--- config.mk ---
export PLATFORM = sky130hd
export DESIGN_NAME = mem_access_unit_flat
export DESIGN_NICKNAME = d
export VERILOG_FILES = /design/src/rtl/mem_access_unit_if.sv /design/src/rtl/mem_access_unit.sv /design/src/flat_wrapper.sv
export SDC_FILE = /design/constraint.sdc
export NUM_CORES = 1
export LEC_CHECK = 0
export CAP_MARGIN = 20
export CORE_AREA = 3 3 141 143
export CTS_BUF_LIST = sky130_fd_sc_hd__clkbuf_2 sky130_fd_sc_hd__clkbuf_4 sky130_fd_sc_hd__clkbuf_8
export DETAILED_ROUTE_END_ITERATION = 12
export DIE_AREA = 0 0 144 146
export PLACE_DENSITY = 0.72
export SETUP_SLACK_MARGIN = 0.02
export SYNTH_ARGS = -nofsm -noshare
export SYNTH_HDL_FRONTEND = slang
export SYNTH_SLANG_ARGS = --single-unit
--- constraint.sdc ---
create_clock -name clk_i -period 3.76 [get_ports clk_i]
set_input_delay 0.94 -clock clk_i [delete_from_list [all_inputs] [get_ports clk_i]]
set_output_delay 0.94 -clock clk_i [all_outputs]
set_load 0.01 [all_outputs]
--- src/rtl/mem_access_unit_if.sv ---
// Load/store request and response channel between the MEM stage and mem_access_unit.
// master = requesting pipeline stage, slave = mem_access_unit.
interface mem_access_unit_if;
  logic        req_valid;
  logic        req_ready;
  logic        req_write;
  logic [1:0]  req_size;
  logic        req_signed;
  logic [31:0] req_addr;
  logic [31:0] req_wdata;
  logic [31:0] req_pc;
  logic        rsp_valid;
  logic [31:0] rsp_rdata;
  logic        rsp_err;

  modport master (
    output req_valid, req_write, req_size, req_signed, req_addr, req_wdata, req_pc,
    input  req_ready, rsp_valid, rsp_rdata, rsp_err
  );

  modport slave (
    input  req_valid, req_write, req_size, req_signed, req_addr, req_wdata, req_pc,
    output req_ready, rsp_valid, rsp_rdata, rsp_err
  );
endinterface

--- src/rtl/mem_access_unit.sv ---
// CPU-side initiator for the 1024x32 data memory: loads, stores, sub-word read-modify-write.
// Optional macro MAU_ALIGN_CHECK_EN turns misaligned half/word accesses into errors.
module mem_access_unit #(
  parameter logic [31:0] BASE_ADDR = 32'h0000_0000,
  parameter int unsigned MEM_BYTES = 4096
) (
  input  logic             clk_i,
  input  logic             rst_ni,
  mem_access_unit_if.slave bus,
  output logic             mem_we_o,
  output logic [31:0]      mem_addr_o,
  output logic [31:0]      mem_wdata_o,
  output logic [31:0]      mem_pc_o,
  input  logic [31:0]      mem_rdata_i
);

  typedef enum logic [1:0] {StIdle, StRd, StWr, StResp} state_e;

  localparam logic [31:0] MemBytes = 32'(MEM_BYTES);

  state_e      state_q, state_d;
  logic        write_q, signed_q, err_q;
  logic [1:0]  size_q;
  logic [31:0] off_q, wdata_q, pc_q, rdata_q;

  logic        accept, in_window, misalign, req_err;
  logic [31:0] req_off;
  logic [7:0]  byte_sel;
  logic [15:0] half_sel;
  logic [31:0] ext_data, merged;

  // Offset form avoids overflow of BASE_ADDR+MEM_BYTES-1 at the top of the address space.
  assign req_off   = bus.req_addr - BASE_ADDR;
  assign in_window = (bus.req_addr >= BASE_ADDR) && (req_off < MemBytes);

`ifdef MAU_ALIGN_CHECK_EN
  assign misalign = ((bus.req_size == 2'd1) && bus.req_addr[0]) ||
                    ((bus.req_size == 2'd2) && (bus.req_addr[1:0] != 2'b00));
`else
  assign misalign = 1'b0;
`endif

  assign req_err = (bus.req_size == 2'd3) || !in_window || misalign;
  assign accept  = bus.req_valid && (state_q == StIdle);

  always_ff @(posedge clk_i or negedge rst_ni) begin
    if (!rst_ni) begin
      state_q  <= StIdle;
      write_q  <= 1'b0;
      signed_q <= 1'b0;
      err_q    <= 1'b0;
      size_q   <= 2'd0;
      off_q    <= '0;
      wdata_q  <= '0;
      pc_q     <= '0;
      rdata_q  <= '0;
    end else begin
      state_q <= state_d;
      if (accept) begin
        write_q  <= bus.req_write;
        signed_q <= bus.req_signed;
        err_q    <= req_err;
        size_q   <= bus.req_size;
        off_q    <= req_off;
        wdata_q  <= bus.req_wdata;
        pc_q     <= bus.req_pc;
      end
      if (state_q == StRd) begin
        rdata_q <= mem_rdata_i;
      end
    end
  end

  always_comb begin
    state_d = state_q;
    unique case (state_q)
      StIdle: begin
        if (accept) begin
          if (req_err) begin
            state_d = StResp;
          end else if (bus.req_write && (bus.req_size == 2'd2)) begin
            state_d = StWr;
          end else begin
            state_d = StRd;
          end
        end
      end
      StRd:    state_d = write_q ? StWr : StResp;
      StWr:    state_d = StResp;
      StResp:  state_d = StIdle;
      default: state_d = StIdle;
    endcase
  end

  // Lane extraction for loads and lane merge for sub-word stores, both from rdata_q.
  always_comb begin
    byte_sel = rdata_q[{off_q[1:0], 3'b000} +: 8];
    half_sel = off_q[1] ? rdata_q[31:16] : rdata_q[15:0];
    ext_data = rdata_q;
    merged   = rdata_q;
    unique case (size_q)
      2'd0: begin
        ext_data = {{24{signed_q & byte_sel[7]}}, byte_sel};
        merged[{off_q[1:0], 3'b000} +: 8] = wdata_q[7:0];
      end
      2'd1: begin
        ext_data = {{16{signed_q & half_sel[15]}}, half_sel};
        if (off_q[1]) begin
          merged[31:16] = wdata_q[15:0];
        end else begin
          merged[15:0] = wdata_q[15:0];
        end
      end
      default: merged = wdata_q;
    endcase
  end

  // mem_we comes straight from the state register so reset removes it asynchronously.
  assign mem_we_o      = (state_q == StWr);
  assign mem_addr_o    = {off_q[31:2], 2'b00};
  assign mem_wdata_o   = (state_q == StWr) ? merged : '0;
  assign mem_pc_o      = pc_q;

  assign bus.req_ready = (state_q == StIdle);
  assign bus.rsp_valid = (state_q == StResp);
  assign bus.rsp_err   = (state_q == StResp) && err_q;
  assign bus.rsp_rdata = ((state_q == StResp) && !err_q && !write_q) ? ext_data : '0;

endmodule

--- src/flat_wrapper.sv ---
// flat-port wrapper written by rule: the top's interface ports become plain ports
module mem_access_unit_flat 
#(
  parameter logic [31:0] BASE_ADDR = 32'h0000_0000,
  parameter int unsigned MEM_BYTES = 4096
)
  (clk_i, rst_ni, mem_we_o, mem_addr_o, mem_wdata_o, mem_pc_o, mem_rdata_i, bus_req_valid, bus_req_write, bus_req_size, bus_req_signed, bus_req_addr, bus_req_wdata, bus_req_pc, bus_req_ready, bus_rsp_valid, bus_rsp_rdata, bus_rsp_err);
  mem_access_unit_if bus_i ();
  input  logic clk_i;
  input  logic rst_ni;
  output logic mem_we_o;
  output logic [31:0] mem_addr_o;
  output logic [31:0] mem_wdata_o;
  output logic [31:0] mem_pc_o;
  input  logic [31:0] mem_rdata_i;
  input wire logic [$bits(bus_i.req_valid)-1:0] bus_req_valid;
  input wire logic [$bits(bus_i.req_write)-1:0] bus_req_write;
  input wire logic [$bits(bus_i.req_size)-1:0] bus_req_size;
  input wire logic [$bits(bus_i.req_signed)-1:0] bus_req_signed;
  input wire logic [$bits(bus_i.req_addr)-1:0] bus_req_addr;
  input wire logic [$bits(bus_i.req_wdata)-1:0] bus_req_wdata;
  input wire logic [$bits(bus_i.req_pc)-1:0] bus_req_pc;
  output wire logic [$bits(bus_i.req_ready)-1:0] bus_req_ready;
  output wire logic [$bits(bus_i.rsp_valid)-1:0] bus_rsp_valid;
  output wire logic [$bits(bus_i.rsp_rdata)-1:0] bus_rsp_rdata;
  output wire logic [$bits(bus_i.rsp_err)-1:0] bus_rsp_err;
  assign bus_i.req_valid = bus_req_valid;
  assign bus_i.req_write = bus_req_write;
  assign bus_i.req_size = bus_req_size;
  assign bus_i.req_signed = bus_req_signed;
  assign bus_i.req_addr = bus_req_addr;
  assign bus_i.req_wdata = bus_req_wdata;
  assign bus_i.req_pc = bus_req_pc;
  assign bus_req_ready = bus_i.req_ready;
  assign bus_rsp_valid = bus_i.rsp_valid;
  assign bus_rsp_rdata = bus_i.rsp_rdata;
  assign bus_rsp_err = bus_i.rsp_err;
  mem_access_unit #(.BASE_ADDR(BASE_ADDR), .MEM_BYTES(MEM_BYTES)) u_core (.clk_i(clk_i), .rst_ni(rst_ni), .bus(bus_i), .mem_we_o(mem_we_o), .mem_addr_o(mem_addr_o), .mem_wdata_o(mem_wdata_o), .mem_pc_o(mem_pc_o), .mem_rdata_i(mem_rdata_i));
endmodule
# Yosys cells after proc, flatten, opt, wreduce, memory -nomap -nowiden
# Index checks and enable logic that the tools add are counted.
# word_totals
ff_bits,135
input_bits,135
elab_cells,49
output_inout_bits,132
# classes
n_eq_ne,7
add_sub_neg,1
reduce_logical,12
shift,3
magnitude_cmp,2
mux,13
n_bitwise,2
# ops
op,count
32-bit one-hot mux with 2 select lines,2
32-bit two-way mux,2
16-bit two-way mux,3
32-bit bitwise mux,1
32-bit by 1-bit >= comparator with 1-bit output (second input constant),1
32-bit by 13-bit < comparator with 1-bit output (second input constant),1
8-bit by 7-bit variable shift with 32-bit output (first input constant),1
32-bit by 6-bit indexed part select with 8-bit output,1
8-bit by 7-bit indexed part select with 32-bit output,1
2-bit equality test (second input constant),4
2-bit one-hot mux with 4 select lines,1
5-bit negator with 7-bit output,1
1-bit logical AND,6
2-bit two-way mux,3
2-bit by 1-bit equality test with 1-bit output (second input constant),2
2-bit logical NOT,2
1-bit logical NOT,3
1-bit bitwise AND,2
2-bit by 1-bit inequality test with 1-bit output (second input constant),1
1-bit logical OR,1
1-bit two-way mux,1

# Depth between registers and ports, before layout
# Gate-level depths: netlist of run 1.
# depth
depth_word,7
mapped_depth,8
mapped_depth_nobuf,6

# Least setup slack after synthesis of run 1
# OpenSTA, ideal clock, no wires.
# synth_path
path_kind,reg-to-output
startpoint,register u_core.off_q[1]
endpoint,output mem_wdata_o[0]
arrival_time_ns,2.238
required_ns,2.820
path_buffers,2
stages_incl_launch_ff,9
setup_slack_ns,0.582
path_cell_list,dfrtp_1 -> buf_2 -> inv_1 -> clkbuf_1 -> ha_1 -> inv_1 -> o31ai_4 -> nand2_1 -> a221oi_1
# synth_between
elab_chain_len,5
word_cells_on_any_way,7
classes_between,add/sub: 1; shift: 2; mux: 4
# synth_rtl
item,line,rtl
"start, declared",mem_access_unit.sv:24,"logic [31:0] off_q, wdata_q, pc_q, rdata_q;"
"start signal, assigned",mem_access_unit.sv:64,off_q <= req_off;
5-bit negator with 7-bit output,mem_access_unit.sv:104,"merged[{off_q[1:0], 3'b000} +: 8] = wdata_q[7:0];"
8-bit by 7-bit indexed part select with 32-bit output / 8-bit by 7-bit variable shift with 32-bit output (equally long branches),mem_access_unit.sv:104,
32-bit bitwise mux,mem_access_unit.sv:104,
32-bit one-hot mux with 2 select lines *,mem_access_unit.sv:101,unique case (size_q)
32-bit two-way mux *,mem_access_unit.sv:121,assign mem_wdata_o = (state_q == StWr) ? merged : '0;
"end, declared",flat_wrapper.sv:13,output logic [31:0] mem_wdata_o;
# Every way passes the cells marked *; elsewhere a longest branch is shown, timed or not.

# Final worst setup path of run 1
# layout_path
startpoint,register u_core.off_q[1]
endpoint,output mem_wdata_o[1]
# The elaborated chain is that of the path after synthesis.

==> results of run 1 <==
## state kept, by name, indices dropped and copies added (netlist names)
name and count:
u_core.mem_pc_o 32, u_core.off_q 32, u_core.rdata_q 32, u_core.wdata_q 32, u_core.size_q 2, u_core.state_q 2, u_core.err_q 1, u_core.signed_q 1
u_core.write_q 1
## power breakdown
group	switching, W	total, W	internal, W
Combinational	0.00244	0.00536	0.00292
Clock	0.000648	0.00134	0.000693
Sequential	0.000878	0.00307	0.00220
Total	0.00397	0.00978	0.00581
## worst max path at each step
stage / startpoint / end / slack (ns)
finish: u_core.off_q[1] / mem_wdata_o[1] / 0.12
global route: u_core.off_q[1] / mem_wdata_o[1] / 0.01
CTS: u_core.off_q[0] / bus_rsp_rdata[15] / 0.002
detailed placement: u_core.state_q[0] / bus_rsp_rdata[1] / 0.22
global placement: u_core.state_q[0] / bus_rsp_rdata[0] / 0.20
floorplan: u_core.off_q[1] / mem_wdata_o[0] / 0.58
## Yosys cell counts, types with 3 or more instances
master	n
a222oi_1	8
nor2b_1	9
nor4_1	5
nor2_1	17
nand2_1	61
buf_4	33
ha_1	9
buf_2	21
nor3_1	16
a221oi_1	31
o22ai_1	32
o21ai_0	26
a2111oi_0	5
dfrtp_1	135
mux2i_1	3
buf_6	4
a22o_1	8
mux4_2	8
mux2_2	141
clkbuf_1	19
a21oi_1	10
inv_1	17
## through the flow
stage | total power, W | hold WS [ns] | setup slack (ns)
final | 0.009777 | 0.5103 | 0.1199
after global routing | 0.01034 | 0.5203 | 0.01174
after CTS | 0.009666 | 0.5126 | 0.002430
after detailed placement | 0.008155 | 0.4925 | 0.2226
after global placement | 0.008082 | 0.4859 | 0.2049
after floorplan | 0.006031 | 0.4804 | 0.5815
## worst reg2reg max path, stage by stage, from the launching register on
cell	delay (ns)
dfrtp_1	0.41
inv_1	0.10
ha_1	0.58
buf_4	0.44
mux2_2	0.40
## repair_timing
action,in CTS,in global routing
setup endpoints to repair,63,60
cloned,1,1
gates resized for setup,21,36
buffers inserted,5,3
pin swaps,6,5
## metal layers
layer / track usage (%) / vias up / wire length, um
li1: - / 2850 / -
met1: 29.80 / 3031 / 9713
met2: 37.50 / 352 / 11980
met3: 7.920 / 46 / 2563
met4: 6.685 / 2 / 533
met5: 0 / - / 9
## logic make-up (layout without fill, tap and decap cells)
logic type      count (synthesis)  count (layout)  share of synthesized area [%]
compound gates                130             130                          12.87
fa+ha+maj                       9               9                          1.520
buf+inv                        98             345                          7.396
flops                         135             135                          45.59
mux                           152             152                          24.27
other cells                     1               2                        0.05061
simple gates                  124             125                          8.308
## area by class of cell
class,instances,area (um^2),share of cell area (%)
multi-input combinational,418,3611,33.53
timing repair buffer,293,2975,27.63
clock buffer,18,247.7,2.300
tap,234,292.8,2.719
timing repair inverter,1,7.507,0.06971
sequential,135,3378,31.37
clock inverter,14,181.4,1.685
inverter,19,75.07,0.6971
==> summary.md, run 1 <==
| Metric | Value |
|---|---|
| Critical path required time | `2.82 ns` |
| Final cell utilization of the core | `57.57%` |
| CTS clock-pin slew for the worst setup and hold paths | `0.09 ns` |
| Clock network latency to the later pin of the worst-skew pair | `0.45 ns` |
| Synth Flop Type | `dfrtp_1` |
| Fraction of post-synthesis cell area in the top cell type by area | `45.59%` |
| Average cell area after synthesis | `11.42 um^2` |
| Hold bufs inserted after CTS | `0` |
| RSZ-0062 raised after global routing | `false` |
| Proportion of register bits with asynchronous set or reset after synthesis | `100.0%` |
| Ranking of synthesized cells by area | `dfrtp_1 46%, mux2_2 21%, a221oi_1 3.7%, buf_4 3.3%, nand2_1 3.1%` |
| Maximum level of the CTS H-tree | `4` |
| Placed Cells | `1090` |
| Violation count after the first detailed-route iteration | `691` |
| Bufs on Longest Clock Path | `2` |
| Top cell family by delay on the critical path | `buffers and inverters` |
| Worst-case hold path end point | `u_core.off_q[23]` |
| Terminus of the critical flop-to-flop path | `u_core.rdata_q[28]` |
| Critical path class | `reg2out` |
| Cell depth of the worst min-delay path | `1` |
| Reg2reg setup slack | `1.72 ns` |
| Final Hold Fails | `0` |
| Post-layout minimum cycle time | `3.640 ns` |
| Number of synthesized register bits | `135` |
| Max Clk Rate | `274.7 MHz` |
| Final HPWL DP | `17940 um` |
| Share of the cycle needed by the critical path after routing | `96.81%` |
| Clk Tree Root Cell | `clkbuf_8` |
| Static Leak | `4.691 nW` |
| Maximum fanout count along the critical path | `9` |
| Area growth from synthesis to layout | `45.34%` |
| Vertical die dimension | `146 um` |
| Count of vias placed by the detailed router | `6281` |
| CP most frequent cell | `inv_1` |
| Area post-placement | `10060 um^2` |
| Transition time at the pin with the least slew margin | `0.7381 ns` |
| Number of antenna repair diodes | `0` |
| CTS buffer count | `17` |
| Overall die area | `21020 um^2` |
| Die width | `144 um` |
| Grt total ovfl | `0` |
| Peak VDD IR | `434.3 uV` |
| Max Cap Viol | `0` |
| Yosys synthesis warning count | `0` |
| Number of filler instances in the final layout | `1567` |
| Final setup viols | `0` |
| Synthesized instance count | `649` |
| Total number of cells along the worst setup path | `8` |
| Worst-path cell chain | `inv_1 > ha_4 > inv_1 > o31ai_4 > buf_4 > nand2_1 > a221oi_1 > clkdlybuf4s50_1` |
| Class of the tightest hold or removal check | `reg2reg` |
| Antenna violations before repair | `1` |
| Global routing usage summed across all routing layers | `23.31%` |
| Bufs and invs on worst path | `4` |
| Final weighted congestion in routability-driven placement | `0.8720` |
| Core region area | `18710 um^2` |
| Total Wirelength | `24800 um` |
| Result of the run | `complete, no violations` |
| Starting utilization of the core area | `39.61%` |
| Synth area leader | `dfrtp_1` |
| CTS Sinks | `135` |
| Top-Level Pins | `267` |
| Global-route wire length before repair | `37650 um` |
| Cell Area, Synth | `7410 um^2` |
| Maximum number of pins on one net before global-route repair | `77` |
| Reg2reg path depth | `4` |
| Worst hold path startpoint | `u_core.off_q[23]` |
| Final setup skew | `0.01044 ns` |
| Fraction of layout instances using a drive strength above 1 | `26.73%` |
| Layout Cells excl Fill | `1132` |
| Count of nets after finishing | `1029` |
| Via/cell ratio | `5.549` |
| Drt pass-1 iters | `5` |
| Critical-path cell with the highest stage delay | `clkdlybuf4s50_1` |
| Fin. max-slew vios | `0` |
| Summed negative setup slack over all endpoints | `0 ns` |
| Power density normalized to cell area | `907.9 nW/um^2` |
| Most common cell after layout, fill and taps aside | `clkdlybuf4s50_1` |
| Arrival time of the worst setup path | `2.70 ns` |
| Antenna viol nets, final | `0` |
| Proportion of synthesized chip area in sequential cells | `45.59%` |
| Number of library cell types mapped by synthesis | `47` |
| Post-synth EDFFs | `0` |
| Total non-filler cell area in the finished layout | `10770 um^2` |
| Type of origin of the critical path | `flip-flop` |
| DRC violations left | `0` |
| Count of input and output buffers | `264` |
| Per-cell routed wire length | `21.91 um` |
| Number of global-route vias before repair | `6422` |
| Critical path capture point type | `primary output` |
| Most used cells in the layout excluding fill and tap cells | `239 x clkdlybuf4s50_1, 141 x mux2_2, 135 x dfrtp_1` |
| Worst R2R Start | `u_core.state_q[1]` |
| Row count | `50` |
| Worst relative slew slack | `50.79%` |
| CTS tree | `built` |
| Slowest cell delay on critical path | `0.62 ns` |
No activity file was read; power rests on OpenSTA's default activity.
==> inputs of run 2 (changes only) <==
--- a/config.mk
+++ b/config.mk
@@ -11,6 +11,7 @@
 export DETAILED_ROUTE_END_ITERATION = 12
 export DIE_AREA = 0 0 144 146
 export PLACE_DENSITY = 0.72
+export REMOVE_ABC_BUFFERS = 1
 export SETUP_SLACK_MARGIN = 0.02
 export SYNTH_ARGS = -nofsm -noshare
 export SYNTH_HDL_FRONTEND = slang
==> run 2 against run 1 <==
Compared with the run above:
- final cell count is 1.5% higher
- register-to-register slack worse by 0.09 ns
- first-iteration DRC count is 26% lower
- sequential share of layout area is 0.15 points lower
- combinational power is 4% higher
- largest power group unchanged
- hold slack worse by 0.054 ns
- critical path type unchanged
- via count is 4.6% higher
- utilization is 0.29 points higher
- routed wire length is 2.7% higher
- global-route usage is 0.24 points higher
- maximum frequency is 1.0% lower
- non-clock buffer count is 17 higher
==> summary.md, run 2 (synthesis gave the netlist of run 1 again) <==
| Metric | Value |
|---|---|
| Result of the run | `complete, no violations` |
| Total Wirelength | `25470 um (+2.7%)` |
| Post-layout minimum cycle time | `3.677 ns (+0.03677 ns)` |
| Vertical die dimension | `146 um (unchanged)` |
| Global routing usage summed across all routing layers | `23.55% (+0.24 points)` |
| Antenna viol nets, final | `0 (unchanged)` |
| Hold bufs inserted after CTS | `0 (unchanged)` |
| Row count | `50 (unchanged)` |
| CTS buffer count | `17 (unchanged)` |
| Final weighted congestion in routability-driven placement | `0.8814 (+1.1%)` |
| Final setup viols | `0 (unchanged)` |
| Worst R2R Start | `u_core.state_q[0]` |
| Count of input and output buffers | `264 (unchanged)` |
| CTS clock-pin slew for the worst setup and hold paths | `0.09 ns (about the same)` |
| Die width | `144 um (unchanged)` |
| Static Leak | `4.756 nW (+1.4%)` |
| Number of filler instances in the final layout | `1542 (-1.6%)` |
| Grt total ovfl | `0 (unchanged)` |
| Max Clk Rate | `272.0 MHz (-1.0%)` |
| Number of global-route vias before repair | `6759 (+5.2%)` |
| Worst relative slew slack | `31.53% (-19 points)` |
| Starting utilization of the core area | `39.61% (unchanged)` |
| Final Hold Fails | `0 (unchanged)` |
| Top-Level Pins | `267 (unchanged)` |
| Arrival time of the worst setup path | `2.74 ns (+0.04 ns)` |
| Drt pass-1 iters | `8 (+3)` |
| Violation count after the first detailed-route iteration | `511 (-26%)` |
| Via/cell ratio | `5.721 (+3.1%)` |
| Maximum number of pins on one net before global-route repair | `60 (-22%)` |
| Clock network latency to the later pin of the worst-skew pair | `0.45 ns (about the same)` |
| Power density normalized to cell area | `894.0 nW/um^2 (-1.5%)` |
| Max Cap Viol | `0 (unchanged)` |
| Antenna violations before repair | `0 (-1)` |
| Count of vias placed by the detailed router | `6573 (+4.6%)` |
| Type of origin of the critical path | `flip-flop` |
| Class of the tightest hold or removal check | `in2async` |
| Final setup skew | `0.01334 ns (+0.002900 ns)` |
| Critical path class | `reg2out` |
| Overall die area | `21020 um^2 (unchanged)` |
| CTS tree | `built` |
| Global-route wire length before repair | `38260 um (+1.6%)` |
| Most common cell after layout, fill and taps aside | `clkdlybuf4s50_1` |
| Final HPWL DP | `17960 um (+0.11%)` |
| Critical path required time | `2.82 ns (about the same)` |
| Setup crit start | `u_core.size_q[1]` |
| Fraction of layout instances using a drive strength above 1 | `28.63% (+1.9 points)` |
| DRC violations left | `0 (unchanged)` |
| Clk Tree Root Cell | `clkbuf_8` |
| Area growth from synthesis to layout | `46.08%` |
| Count of nets after finishing | `1046 (+1.7%)` |
| Core region area | `18710 um^2 (unchanged)` |
| Critical path capture point type | `primary output` |
| Peak VDD IR | `458.9 uV (+5.7%)` |
| Most used cells in the layout excluding fill and tap cells | `232 x clkdlybuf4s50_1, 141 x mux2_2, 134 x dfrtp_1` |
| Maximum level of the CTS H-tree | `4 (unchanged)` |
| Fin. max-slew vios | `0 (unchanged)` |
| Share of the cycle needed by the critical path after routing | `97.79% (+0.98 points)` |
| Post-Place Setup Slack | `0.2787 ns (+0.05614 ns)` |
| Minimum setup slack in the final design | `0.08312 ns (-0.03677 ns)` |
| Number of antenna repair diodes | `0 (unchanged)` |
| Maximum fanout count along the critical path | `10 (+1)` |
| CTS Sinks | `135 (unchanged)` |
| Transition time at the pin with the least slew margin | `1.027 ns (+0.2889 ns)` |
| RSZ-0062 raised after global routing | `false` |
| Bufs on Longest Clock Path | `2 (unchanged)` |
| Summed negative setup slack over all endpoints | `0 ns (unchanged)` |
| Per-cell routed wire length | `22.17 um (+1.2%)` |
run 2: cell count changes in the layout (fill, tap and decap cells not counted), moves of 3 or more:
cell / before / now
buf_4: 22 / 37
buf_6: 4 / 7
bufinv_16: 3 / 0
clkdlybuf4s50_1: 239 / 232
clkinvlp_4: 2 / 5
dlygate4sd2_1: 2 / 10
run 2: stage by stage:
stage                     cells  power (W)  util [%]  area (um^2)  hold slack (ns)
final                      1149   0.009676     57.87        10820           0.4559
after global routing       1149    0.01024     57.87        10820           0.4739
after CTS                  1137   0.009490     56.64        10600           0.4564
after detailed placement   1101   0.008243     54.33        10160           0.4930
after global placement     1101   0.008163     54.33        10160           0.4865
after floorplan             571   0.005686         -         6937           0.4807
run 2: path summary, 6_finish.rpt:
kind | slack (ns) | cells after the start | end
min in group clk_i | 0.51 | 1 | u_core.off_q[31]
min reg2reg | 0.51 | 1 | u_core.off_q[31]
max | 0.08 | 7 | mem_wdata_o[15]
max in group asynchronous | 2.44 | 2 | u_core.rdata_q[0]
min | 0.46 | 1 | u_core.rdata_q[6]
max reg2reg | 1.63 | 5 | u_core.mem_pc_o[13]
run 2: what timing repair did:
item                                    in CTS  in global routing
gates cloned                                 0                  2
pin swaps                                    4                  5
buffers inserted                             4                 10
endpoints found under the setup margin      61                 46
resized for setup                           23                 42
run 2: worst max-delay path: stages (launching register included):
cell and delay, ns:
dfrtp_1 0.40, buf_4 0.18, or2_1 0.27, buf_4 0.20
nor2_4 0.25, a222oi_1 0.14, a21oi_1 0.25, clkdlybuf4s50_1 0.60
run 2: power by group:
group	internal, W	total, W	switching [W]
Sequential	0.00220	0.00296	0.000757
Clock	0.000501	0.00117	0.000670
Combinational	0.00296	0.00555	0.00258
run 2: layout make-up:
type                    instances  area, um^2  area share (%)
multi-input cells             418        3606           33.31
flip-flops and latches        135        3379           31.22
repair buffers                310        3089           28.54
well taps                     234       292.8           2.705
clock buffers                  18       247.7           2.289
clock inverters                14       126.4           1.167
inverters                      19       75.07          0.6936
repair inverters                1       7.507         0.06936
run 2: layer usage:
| metal | wire (um) | global-route usage, % | part of all wire (%) | vias up |
|---|---|---|---|---|
| met3 | 3127 | 9.662 | 12 | 66 |
| met4 | 837 | 8.898 | 3.3 | 0 |
| met5 | 0 | 0 | 0 | - |
| li1 | - | - | - | 2893 |
| met2 | 12180 | 37.90 | 48 | 441 |
| met1 | 9320 | 28.07 | 37 | 3173 |
==> RTL edit (config.mk and constraints of run 1) <==
Build with the macro `MAU_ALIGN_CHECK_EN` defined.
--- a/src/rtl/mem_access_unit.sv
+++ b/src/rtl/mem_access_unit.sv
@@ -1,4 +1,6 @@
 // CPU-side initiator for the 1024x32 data memory: loads, stores, sub-word read-modify-write.
 // Optional macro MAU_ALIGN_CHECK_EN turns misaligned half/word accesses into errors.
+`define MAU_ALIGN_CHECK_EN
+
 module mem_access_unit #(
   parameter logic [31:0] BASE_ADDR = 32'h0000_0000,
Formal check against the unedited RTL: not equivalent (Yosys sat finds a counterexample within 4 cycles, from zero or initial values and one cycle with rst_ni low).
==> RTL edit against run 1 <==
  * First-iteration DRC count shrank 22%
  * Global-route usage shrank 0.35 points
  * Synthesized cell count shrank 2.2%
  * Sequential cell count is the same
  * Combinational power shrank 12%
  * Total power shrank 6.1%
  * Final area shrank 1.7%
  * Routed wire length shrank 2.1%
  * Worst setup slack gained 0.030 ns
  * Non-clock buffer count shrank 3
  * Highest routed layer unchanged
  * Cell count shrank 1.4%
  * Synthesized area shrank 0.66%
  * Largest power group unchanged
==> RTL edit: results (changes against run 1) <==
Yosys
  – Top post-synthesis cells by area: dfrtp_1 46%, mux2_2 20%, buf_4 3.5%, mux4_2 2.4%, mux2i_1 2.3% (was dfrtp_1 46%, mux2_2 21%, a221oi_1 3.7%, buf_4 3.3%, nand2_1 3.1%)
  – Top FF cell, synth: dfrtp_1 (unchanged)
  – Asr flop ratio synth: 100% (unchanged)
  – Post-synthesis sequential area ratio: 45.9% (was 45.6%)
  – Top cells by count, synth: 135 x dfrtp_1, 131 x mux2_2, 40 x nand2_1 (was 141 x mux2_2, 135 x dfrtp_1, 61 x nand2_1)
  – Yosys Warn Count: 0 (unchanged)
  – Cell variety after synth: 42 (was 47)
  – Cell count after synthesis: 635 (was 649)

Placement
  – Hpwl dp: 18100 um (was 17900 um)
  – Buffers on Ports: 264 (unchanged)
  – Routability cong.: 0.904 (was 0.872)

CTS
  – Clk_lat worst skew: 0.44 ns
  – CTS max path bufs: 2 (unchanged)
  – Clock slew at reported path FFs: 0.09 ns (about the same)
  – Total CTS buffers: 17 (unchanged)
  – H-tree depth: 4 (unchanged)
  – CTS root buf: clkbuf_8 (unchanged)

Finish
  – Number of fill cells: 1587 (was 1567)
  – ANT cells: 0 (unchanged)
  – # nets final: 1013 (was 1029)
  – Share of cells above drive strength 1: 24.0% (was 26.7%)

Critical path
  – CP delay by family, top: buffers and inverters (unchanged)
  – Worst setup startpoint: u_core.off_q[1] (unchanged)
  – Critical Path Max Stage Delay: 0.57 ns (was 0.62 ns)
  – R2R setup slack: 1.41 ns (was 1.72 ns)
  – Critical Path Fanout Max: 12 (was 9)
  – CP max-delay cell: clkdlybuf4s50_1 (unchanged)
  – CP arrival: 2.67 ns (was 2.70 ns)
  – Reg-to-reg startpoint: u_core.state_q[0] (was u_core.state_q[1])

Detailed routing
  – DRT iter0 DRCs: 536 (was 691)
  – Via count: 6266 (was 6281)
  – Drt wl/cell: 21.7 um (was 21.9 um)
  – DR pass1 iterations: 6 (was 5)
  – Routed WL: 24300 um (was 24800 um)

Timing
  – Setup Skew: 0.0150 ns (was 0.0104 ns)
  – Worst Max-Slew Pin Slew: 0.628 ns (was 0.738 ns)

Worst hold path
  – Hold Crit Class: input pin to async pin (was register to register)

Pwr
  – Maximum vdd drop: 0.000345 V (was 0.000434 V)
  – P_leak: 4.48 nW (was 4.69 nW)

GRT
  – Initial antenna violation count: 4 (was 1)
  – Global Route Usage Sum: 23.0% (was 23.3%)
  – Pin count of the biggest net entering global routing: 92 (was 77)
  – First-pass GRT wire length: 37000 um (was 37700 um)
  – Vias in the first global route: 6384 (was 6422)

Outcome
  – Status: completed (unchanged)
## RTL edit: final timing paths
kind                                       endpoint  cells past startpoint
worst min-delay path              u_core.rdata_q[2]                      1
min in group clk_i              u_core.mem_pc_o[21]                      1
worst max register to register    u_core.state_q[1]                      6
worst min register to register  u_core.mem_pc_o[21]                      1
max in group asynchronous        u_core.rdata_q[25]                      2
worst max-delay path                mem_wdata_o[28]                      8
## RTL edit: cell type report
class                   instances  area (um2)  area share [%]
well taps                     234         293            2.77
clock inverters                14         188            1.77
flip-flops and latches        135        3380            31.9
clock buffers                  18         248            2.34
repair buffers                290        2900            27.4
inverters                      13        51.3           0.485
multi-input cells             412        3530            33.3
## RTL edit: timing repair
action / 4_1_cts / 5_1_grt
resized for setup: 4 / 20
endpoints found under the setup margin: 20 / 53
buffers inserted: 4 / 2
pin swaps: 1 / 1
hold buffers: 0 / 0
## RTL edit: per-stage QoR
| step | util (%) | hold slack [ns] | setup WS (ns) | instance area (um2) |
|---|---|---|---|---|
| after floorplan | - | 0.471 | 0.686 | 7360 |
| after global placement | 53.7 | 0.486 | 0.377 | 10000 |
| after detailed placement | 53.7 | 0.491 | 0.311 | 10000 |
| after CTS | 56.2 | 0.402 | 0.0284 | 10500 |
| after global routing | 56.6 | 0.416 | 0.000353 | 10600 |
| final | 56.6 | 0.406 | 0.150 | 10600 |
## RTL edit: power by group
group / total [mW] / switching [mW] / leakage (nW) / internal, mW
sequential: 3.11 / 0.917 / 1.59 / 2.19
clock: 1.34 / 0.646 / 0.223 / 0.696
combinational: 4.73 / 2.05 / 2.66 / 2.67
total: 9.18 / 3.62 / 4.48 / 5.56
## RTL edit: metal layers
metal / vias up / routed length, um / global-route usage (%)
li1: 2797 / - / -
met1: 3050 / 9410 / 28.0
met2: 363 / 11800 / 38.4
met3: 48 / 2590 / 8.48
met4: 8 / 446 / 5.70
met5: - / 48 / 0
## RTL edit: worst reg2reg max path, cell delays in order, from the launching register on
cell and delay (ns):
dfrtp_1 0.40, buf_4 0.15, inv_1 0.08, ha_1 0.35, nand2_4 0.36, nor4_1 0.71, a21oi_1 0.16
## RTL edit: logic make-up after synthesis
group / count (synthesis) / share of synthesized area, %
DFF: 135 / 45.9
adders and majority gates: 9 / 1.53
other: 1 / 0.0509
buffers and inverters: 89 / 6.70
AOI/OAI and AO/OA: 119 / 12.7
and+or+nand+nor: 126 / 8.28
muxes: 156 / 24.8
